**src/rtl/biriscv_mul_arbiter_if.sv**
```systemverilog
// biriscv_mul_arbiter_if
//
// Bundles the request side of both issue pipes, the stall/flush controls and
// everything the arbiter drives back. The multiplier-facing signals and the
// writeback tag are carried here as well, so that one connection wires up the
// whole arbiter.
//
//   master : pipe/control side. It drives the requests, hold_i and flush_i, and
//            observes the accepts, the multiplier feed and the writeback tag.
//   slave  : the arbiter itself.
//
// Signals
//   req{0,1}_valid_i, _opcode_i, _rd_idx_i, _ra_operand_i, _rb_operand_i
//   hold_i, flush_i
//   req{0,1}_accept_o
//   mul_valid_o, mul_opcode_o, mul_ra_operand_o, mul_rb_operand_o, mul_hold_o
//   wb_valid_o, wb_pipe_o, wb_rd_idx_o, inflight_o
interface biriscv_mul_arbiter_if;
  logic        req0_valid_i;
  logic [31:0] req0_opcode_i;
  logic [4:0]  req0_rd_idx_i;
  logic [31:0] req0_ra_operand_i;
  logic [31:0] req0_rb_operand_i;
  logic        req1_valid_i;
  logic [31:0] req1_opcode_i;
  logic [4:0]  req1_rd_idx_i;
  logic [31:0] req1_ra_operand_i;
  logic [31:0] req1_rb_operand_i;
  logic        hold_i;
  logic        flush_i;

  logic        req0_accept_o;
  logic        req1_accept_o;
  logic        mul_valid_o;
  logic [31:0] mul_opcode_o;
  logic [31:0] mul_ra_operand_o;
  logic [31:0] mul_rb_operand_o;
  logic        mul_hold_o;
  logic        wb_valid_o;
  logic        wb_pipe_o;
  logic [4:0]  wb_rd_idx_o;
  logic [1:0]  inflight_o;

  modport master (
    output req0_valid_i, req0_opcode_i, req0_rd_idx_i, req0_ra_operand_i, req0_rb_operand_i,
    output req1_valid_i, req1_opcode_i, req1_rd_idx_i, req1_ra_operand_i, req1_rb_operand_i,
    output hold_i, flush_i,
    input  req0_accept_o, req1_accept_o,
    input  mul_valid_o, mul_opcode_o, mul_ra_operand_o, mul_rb_operand_o, mul_hold_o,
    input  wb_valid_o, wb_pipe_o, wb_rd_idx_o, inflight_o
  );

  modport slave (
    input  req0_valid_i, req0_opcode_i, req0_rd_idx_i, req0_ra_operand_i, req0_rb_operand_i,
    input  req1_valid_i, req1_opcode_i, req1_rd_idx_i, req1_ra_operand_i, req1_rb_operand_i,
    input  hold_i, flush_i,
    output req0_accept_o, req1_accept_o,
    output mul_valid_o, mul_opcode_o, mul_ra_operand_o, mul_rb_operand_o, mul_hold_o,
    output wb_valid_o, wb_pipe_o, wb_rd_idx_o, inflight_o
  );
endinterface

```
**src/rtl/biriscv_mul_arbiter.sv**
```systemverilog
// biriscv_mul_arbiter
//
// Shares the single pipelined multiplier between the two issue pipes. At most
// one multiply request is granted per cycle. When both pipes ask at once, the
// grant alternates between them (round-robin). A tag pipeline that is
// MULT_STAGES deep travels alongside each op, so that the multiplier result
// can be labelled with its issuing pipe and its rd.
//
// Ports
//   clk_i  : clock
//   rst_i  : asynchronous reset, active-high
//   bus    : biriscv_mul_arbiter_if.slave. It carries the requests, hold/flush,
//            the accepts, the multiplier feed and the writeback tag.
//
// Parameter
//   MULT_STAGES : issue->result latency of the multiplier (2 or 3)
module biriscv_mul_arbiter #(
  parameter int MULT_STAGES = 2
) (
  input  logic                     clk_i,
  input  logic                     rst_i,
  biriscv_mul_arbiter_if.slave     bus
);

  logic                        rr_q, rr_d;
  logic [MULT_STAGES-1:0]      tag_valid_q, tag_valid_d;
  logic [MULT_STAGES-1:0]      tag_pipe_q, tag_pipe_d;
  logic [MULT_STAGES-1:0][4:0] tag_rd_q, tag_rd_d;
  logic [1:0]                  inflight_q, inflight_d;

  logic        can_grant;
  logic        grant0, grant1, grant, granted_pipe;
  logic [4:0]  granted_rd;
  logic [31:0] mul_opcode, mul_ra, mul_rb;

  function automatic logic [1:0] popcount(input logic [MULT_STAGES-1:0] v);
    logic [1:0] cnt;
    cnt = 2'd0;
    for (int i = 0; i < MULT_STAGES; i++) cnt = cnt + {1'b0, v[i]};
    return cnt;
  endfunction

  // Grant selection. rr_q names the pipe that wins the next contended cycle.
  always_comb begin
    can_grant    = ~bus.hold_i & ~bus.flush_i;
    grant0       = can_grant & bus.req0_valid_i & (~bus.req1_valid_i | ~rr_q);
    grant1       = can_grant & bus.req1_valid_i & (~bus.req0_valid_i |  rr_q);
    grant        = grant0 | grant1;
    granted_pipe = grant1;
    rr_d         = grant ? ~granted_pipe : rr_q;
  end

  // Multiplier feed. It is held at zero when nothing is granted.
  always_comb begin
    mul_opcode = 32'd0;
    mul_ra     = 32'd0;
    mul_rb     = 32'd0;
    granted_rd = 5'd0;
    if (grant0) begin
      mul_opcode = bus.req0_opcode_i;
      mul_ra     = bus.req0_ra_operand_i;
      mul_rb     = bus.req0_rb_operand_i;
      granted_rd = bus.req0_rd_idx_i;
    end else if (grant1) begin
      mul_opcode = bus.req1_opcode_i;
      mul_ra     = bus.req1_ra_operand_i;
      mul_rb     = bus.req1_rb_operand_i;
      granted_rd = bus.req1_rd_idx_i;
    end
  end

  // Tag pipeline next state. It shifts in step with the multiplier and freezes
  // while the multiplier is held. A flush clears the valids even while held,
  // but it moves nothing, so the pipe/rd fields stay put.
  always_comb begin
    tag_valid_d = tag_valid_q;
    tag_pipe_d  = tag_pipe_q;
    tag_rd_d    = tag_rd_q;
    if (!bus.hold_i) begin
      for (int i = 1; i < MULT_STAGES; i++) begin
        tag_valid_d[i] = tag_valid_q[i-1];
        tag_pipe_d[i]  = tag_pipe_q[i-1];
        tag_rd_d[i]    = tag_rd_q[i-1];
      end
      tag_valid_d[0] = grant;
      tag_pipe_d[0]  = granted_pipe;
      tag_rd_d[0]    = granted_rd;
    end
    if (bus.flush_i) tag_valid_d = '0;
    inflight_d = popcount(tag_valid_d);
  end

  // Stage boundary: arbiter state and tag pipeline registers
  always_ff @(posedge clk_i or posedge rst_i) begin
    if (rst_i) begin
      rr_q        <= 1'b0;
      tag_valid_q <= '0;
      tag_pipe_q  <= '0;
      tag_rd_q    <= '0;
      inflight_q  <= 2'd0;
    end else begin
      rr_q        <= rr_d;
      tag_valid_q <= tag_valid_d;
      tag_pipe_q  <= tag_pipe_d;
      tag_rd_q    <= tag_rd_d;
      inflight_q  <= inflight_d;
    end
  end

  assign bus.req0_accept_o    = grant0;
  assign bus.req1_accept_o    = grant1;
  assign bus.mul_valid_o      = grant;
  assign bus.mul_opcode_o     = mul_opcode;
  assign bus.mul_ra_operand_o = mul_ra;
  assign bus.mul_rb_operand_o = mul_rb;
  assign bus.mul_hold_o       = bus.hold_i;
  assign bus.wb_valid_o       = tag_valid_q[MULT_STAGES-1];
  assign bus.wb_pipe_o        = tag_pipe_q[MULT_STAGES-1];
  assign bus.wb_rd_idx_o      = tag_rd_q[MULT_STAGES-1];
  assign bus.inflight_o       = inflight_q;

endmodule

```
**src/flat_wrapper.sv**
```systemverilog
// flat-port wrapper written by rule: the top's interface ports become plain ports
module biriscv_mul_arbiter_flat 
#(
  parameter int MULT_STAGES = 2
)
  (clk_i, rst_i, bus_req0_valid_i, bus_req0_opcode_i, bus_req0_rd_idx_i, bus_req0_ra_operand_i, bus_req0_rb_operand_i, bus_req1_valid_i, bus_req1_opcode_i, bus_req1_rd_idx_i, bus_req1_ra_operand_i, bus_req1_rb_operand_i, bus_hold_i, bus_flush_i, bus_req0_accept_o, bus_req1_accept_o, bus_mul_valid_o, bus_mul_opcode_o, bus_mul_ra_operand_o, bus_mul_rb_operand_o, bus_mul_hold_o, bus_wb_valid_o, bus_wb_pipe_o, bus_wb_rd_idx_o, bus_inflight_o);
  biriscv_mul_arbiter_if bus_i ();
  input  logic clk_i;
  input  logic rst_i;
  input wire logic [$bits(bus_i.req0_valid_i)-1:0] bus_req0_valid_i;
  input wire logic [$bits(bus_i.req0_opcode_i)-1:0] bus_req0_opcode_i;
  input wire logic [$bits(bus_i.req0_rd_idx_i)-1:0] bus_req0_rd_idx_i;
  input wire logic [$bits(bus_i.req0_ra_operand_i)-1:0] bus_req0_ra_operand_i;
  input wire logic [$bits(bus_i.req0_rb_operand_i)-1:0] bus_req0_rb_operand_i;
  input wire logic [$bits(bus_i.req1_valid_i)-1:0] bus_req1_valid_i;
  input wire logic [$bits(bus_i.req1_opcode_i)-1:0] bus_req1_opcode_i;
  input wire logic [$bits(bus_i.req1_rd_idx_i)-1:0] bus_req1_rd_idx_i;
  input wire logic [$bits(bus_i.req1_ra_operand_i)-1:0] bus_req1_ra_operand_i;
  input wire logic [$bits(bus_i.req1_rb_operand_i)-1:0] bus_req1_rb_operand_i;
  input wire logic [$bits(bus_i.hold_i)-1:0] bus_hold_i;
  input wire logic [$bits(bus_i.flush_i)-1:0] bus_flush_i;
  output wire logic [$bits(bus_i.req0_accept_o)-1:0] bus_req0_accept_o;
  output wire logic [$bits(bus_i.req1_accept_o)-1:0] bus_req1_accept_o;
  output wire logic [$bits(bus_i.mul_valid_o)-1:0] bus_mul_valid_o;
  output wire logic [$bits(bus_i.mul_opcode_o)-1:0] bus_mul_opcode_o;
  output wire logic [$bits(bus_i.mul_ra_operand_o)-1:0] bus_mul_ra_operand_o;
  output wire logic [$bits(bus_i.mul_rb_operand_o)-1:0] bus_mul_rb_operand_o;
  output wire logic [$bits(bus_i.mul_hold_o)-1:0] bus_mul_hold_o;
  output wire logic [$bits(bus_i.wb_valid_o)-1:0] bus_wb_valid_o;
  output wire logic [$bits(bus_i.wb_pipe_o)-1:0] bus_wb_pipe_o;
  output wire logic [$bits(bus_i.wb_rd_idx_o)-1:0] bus_wb_rd_idx_o;
  output wire logic [$bits(bus_i.inflight_o)-1:0] bus_inflight_o;
  assign bus_i.req0_valid_i = bus_req0_valid_i;
  assign bus_i.req0_opcode_i = bus_req0_opcode_i;
  assign bus_i.req0_rd_idx_i = bus_req0_rd_idx_i;
  assign bus_i.req0_ra_operand_i = bus_req0_ra_operand_i;
  assign bus_i.req0_rb_operand_i = bus_req0_rb_operand_i;
  assign bus_i.req1_valid_i = bus_req1_valid_i;
  assign bus_i.req1_opcode_i = bus_req1_opcode_i;
  assign bus_i.req1_rd_idx_i = bus_req1_rd_idx_i;
  assign bus_i.req1_ra_operand_i = bus_req1_ra_operand_i;
  assign bus_i.req1_rb_operand_i = bus_req1_rb_operand_i;
  assign bus_i.hold_i = bus_hold_i;
  assign bus_i.flush_i = bus_flush_i;
  assign bus_req0_accept_o = bus_i.req0_accept_o;
  assign bus_req1_accept_o = bus_i.req1_accept_o;
  assign bus_mul_valid_o = bus_i.mul_valid_o;
  assign bus_mul_opcode_o = bus_i.mul_opcode_o;
  assign bus_mul_ra_operand_o = bus_i.mul_ra_operand_o;
  assign bus_mul_rb_operand_o = bus_i.mul_rb_operand_o;
  assign bus_mul_hold_o = bus_i.mul_hold_o;
  assign bus_wb_valid_o = bus_i.wb_valid_o;
  assign bus_wb_pipe_o = bus_i.wb_pipe_o;
  assign bus_wb_rd_idx_o = bus_i.wb_rd_idx_o;
  assign bus_inflight_o = bus_i.inflight_o;
  biriscv_mul_arbiter #(.MULT_STAGES(MULT_STAGES)) u_core (.clk_i(clk_i), .rst_i(rst_i), .bus(bus_i));
endmodule
```
**config.mk**
```make
export PLATFORM = sky130hd
export DESIGN_NAME = biriscv_mul_arbiter_flat
export DESIGN_NICKNAME = d
export VERILOG_FILES = /design/src/rtl/biriscv_mul_arbiter_if.sv /design/src/rtl/biriscv_mul_arbiter.sv /design/src/flat_wrapper.sv
export SDC_FILE = /design/constraint.sdc
export NUM_CORES = 1
export LEC_CHECK = 0
export ABC_AREA = 1
export BUFFER_PORTS_ARGS = -buffer_cell sky130_fd_sc_hd__buf_2
export CAP_MARGIN = 20
export CORE_AREA = 2 2 123 125
export CTS_CLUSTER_DIAMETER = 50
export DETAILED_ROUTE_END_ITERATION = 10
export DIE_AREA = 0 0 125 127
export GPL_TIMING_DRIVEN = 1
export SETUP_SLACK_MARGIN = 0.05
export SLEW_MARGIN = 20
export SYNTH_ARGS = -nofsm -noshare
export SYNTH_HDL_FRONTEND = slang
export SYNTH_SLANG_ARGS = --single-unit
```
**constraint.sdc**
```tcl
create_clock -name clk_i -period 1.65 [get_ports clk_i]
set_input_delay 0.33 -clock clk_i [delete_from_list [all_inputs] [get_ports clk_i]]
set_output_delay 0.33 -clock clk_i [all_outputs]
set_load 0.01 [all_outputs]
```
==> impl_metrics.ini <==
[sta]
max_freq_mhz = 572
period_needed_ps = 1750
slew_headroom = 0.570
fin_skew_ps = 1.04
drv_slew = 0
setup_viol = 96
grt_setup_unrepaired = true
hold_viol = 0
finalWorstSetupSlack_ps = -99.7
fin_crit_sh = 1.06
worst_pin_slew_ps = 644

[logic_synthesis]
syn_area_um2 = 2170
netlist_top_cells_count = nand2_1 (219), nand3_1 (101), buf_2 (17), dfrtp_1 (17), nand4_1 (10)
seq_area_frac_synth = 0.196
yosysUniqueCellTypes = 17
ys_ff_latch = 17
ys_warn_count = 0
synth.most_common_cell = nand2_1
synth.top_cell.area_share = 0.378
avgSynthCellArea_um2 = 5.36
synth_edf_count = 0
syn_nets = 615
yosysTopAreaCell = nand2_1
ys.flop_type = dfrtp_1
postSynth.asyncResetShare = 1.00
synth_area_leaders = nand2_1 (38%), nand3_1 (23%), dfrtp_1 (20%)
syn_inst = 406

[power_and_ir_drop]
total_power_mw = 1.90
ir_worst_vdd_mv = 0.360
powerDensity_nw_per_um2 = 444
p_leak_nw = 2.81

[status]
violations = setup timing
outcome = finished with violations

[die]
core_area_um2 = 14400
die_width_um = 125
initial_core_util = 0.151
ios = 317
die_height_um = 127
rows = 44
die-area_um2 = 15900

[cts]
hold_buffers = 0
cts_made_buffers = 3
clk_pin_slew_ps = 50
cts_tree = yes
h-tree-depth = 1
cts_sinks = 17
clock_path_buffers = 2
clk_latency_ps = 250
clock-root-buffer = clkbuf_16

[layout]
nets = 923
antenna_cells = 0
layout-drive-gt1-share = 0.498
area_delta_synth_final_pct = 96.8
final_util = 0.297

[setup_path]
cp_slowest_stage_delay_ps = 390
crit_path_end_kind = primary output
crit_type = reg -> out
worstPathArrival_ps = 1420
critical-path-slowest-cell = dfrtp_1
path_cells = nand2_2 > nand3_4 > clkinv_8 > buf_12 > nand2_1 > nand2_1 > buf_2
crit_path_start_kind = flip-flop
cp_max_fo = 13
crit_top_cell = nand2_1
critPathRequiredTime_ps = 1320

[detailed_routing]
drc = 0
ant_nets = 0
dr.pass1.iters = 4
vias = 3817
wl_per_cell_um = 13.1
totalWireLength_mm = 11.7
drtIter0Drc = 183
avgViaCountPerCell = 4.26

[global_route]
grt_max_degree = 49
grt_pass1_wl_mm = 16.0
grt_pass1_vias = 3347
grt_antenna_before_repair = 1
grt_usage = 0.120
grt_overflow = 0

[place]
hpwl_mm = 8.54
io_buffers = 316
pre_cts_slack_ps = -41.3
gp_congestion = 0.790

[flow_run]
cap_viol_max_count = 0

[worst_hold_path]
hp-class = in -> async
[where the power goes]
part	total, mW	internal (mW)	switching [mW]
clock	0.484	0.324	0.160
combinational	0.942	0.446	0.496
sequential	0.475	0.455	0.0197
total	1.90	1.23	0.675
[worst paths after layout]
kind | from | endpoint | slack, ps | cells past startpoint
worst max register to register | u_core.rr_q | u_core.tag_pipe_q[0] | 560 | 5
worst min-delay path | rst_i | u_core.bus.inflight_o[0] | 160 | 2
worst min register to register | u_core.tag_rd_q[3] | u_core.bus.wb_rd_idx_o[3] | 470 | 2
min in group clk_i | bus_req1_rd_idx_i[0] | u_core.tag_rd_q[0] | 360 | 3
worst max-delay path | u_core.rr_q | bus_mul_rb_operand_o[25] | -100 | 7
max in group asynchronous | rst_i | u_core.bus.wb_rd_idx_o[2] | 1070 | 2
[layout make-up]
cell class	count	area [um^2]
Inverter	7	38.8
Tap cell	184	230
Fill cell	1606	10100
Clock buffer	3	75.1
Clock inverter	1	5.00
Sequential cell	17	425
Timing Repair Buffer	345	2020
Multi-Input combinational cell	340	1490
[placed cells by master, fill, tap and decap left out, drive strengths merged]
master and instances:
ha 1, clkinv 2, buf 340, nor2 1
dfrtp 17, nor3b 1, nand3 102, o21ai 4
inv 6, nand4 10, clkbuf 8, nand2 219
a21oi 2
[per-stage QoR]
step / setup TNS (ps) / instances / cell area [um^2] / hold slack [ps]
after floorplan: 0 / 406 / 2170 / 256
after global routing: -14550 / 897 / 4280 / 249
final: -6330 / 897 / 4280 / 161
after detailed placement: -974 / 886 / 3990 / 455
after CTS: -11280 / 892 / 4130 / 192
after global placement: -2470 / 886 / 3990 / 449
[registers in the layout, indices dropped and copies added (netlist names)]
name / cells
u_core.bus.inflight_o: 2
u_core.bus.wb_rd_idx_o: 5
u_core.rr_q: 1
u_core.tag_pipe_q: 2
u_core.tag_rd_q: 5
u_core.tag_valid_q: 2
[per-layer routing]
layer  share of wire  routed length, um  up-vias  track usage
li1                -                  -     1922            -
met1            0.41               4750     1692        0.152
met2            0.51               6030      195        0.222
met3           0.073                850        8       0.0142
met4          0.0075                 88        0       0.0196
met5               0                  0        -            0
[repair_timing]
| item | in CTS | in global routing |
|---|---|---|
| gates cloned | 1 | 6 |
| setup endpoints to repair | 98 | 98 |
| gates resized for setup | 3 | 10 |
| pin swaps | 0 | 1 |
| buffers inserted | 1 | 0 |
[logic make-up after synthesis]
group / Yosys count / share of synthesized area
buf+inv: 49 / 0.132
simple gates: 333 / 0.652
fa+ha+maj: 1 / 0.00575
flops: 17 / 0.196
compound gates: 6 / 0.0138
[critical path, delay by kind of cell, from the launching register on]
family / cells / cell delay [ps]
buf+inv: 3 / 400
flops: 1 / 390
simple gates: 4 / 360
Power figures use the tool's default switching activity.
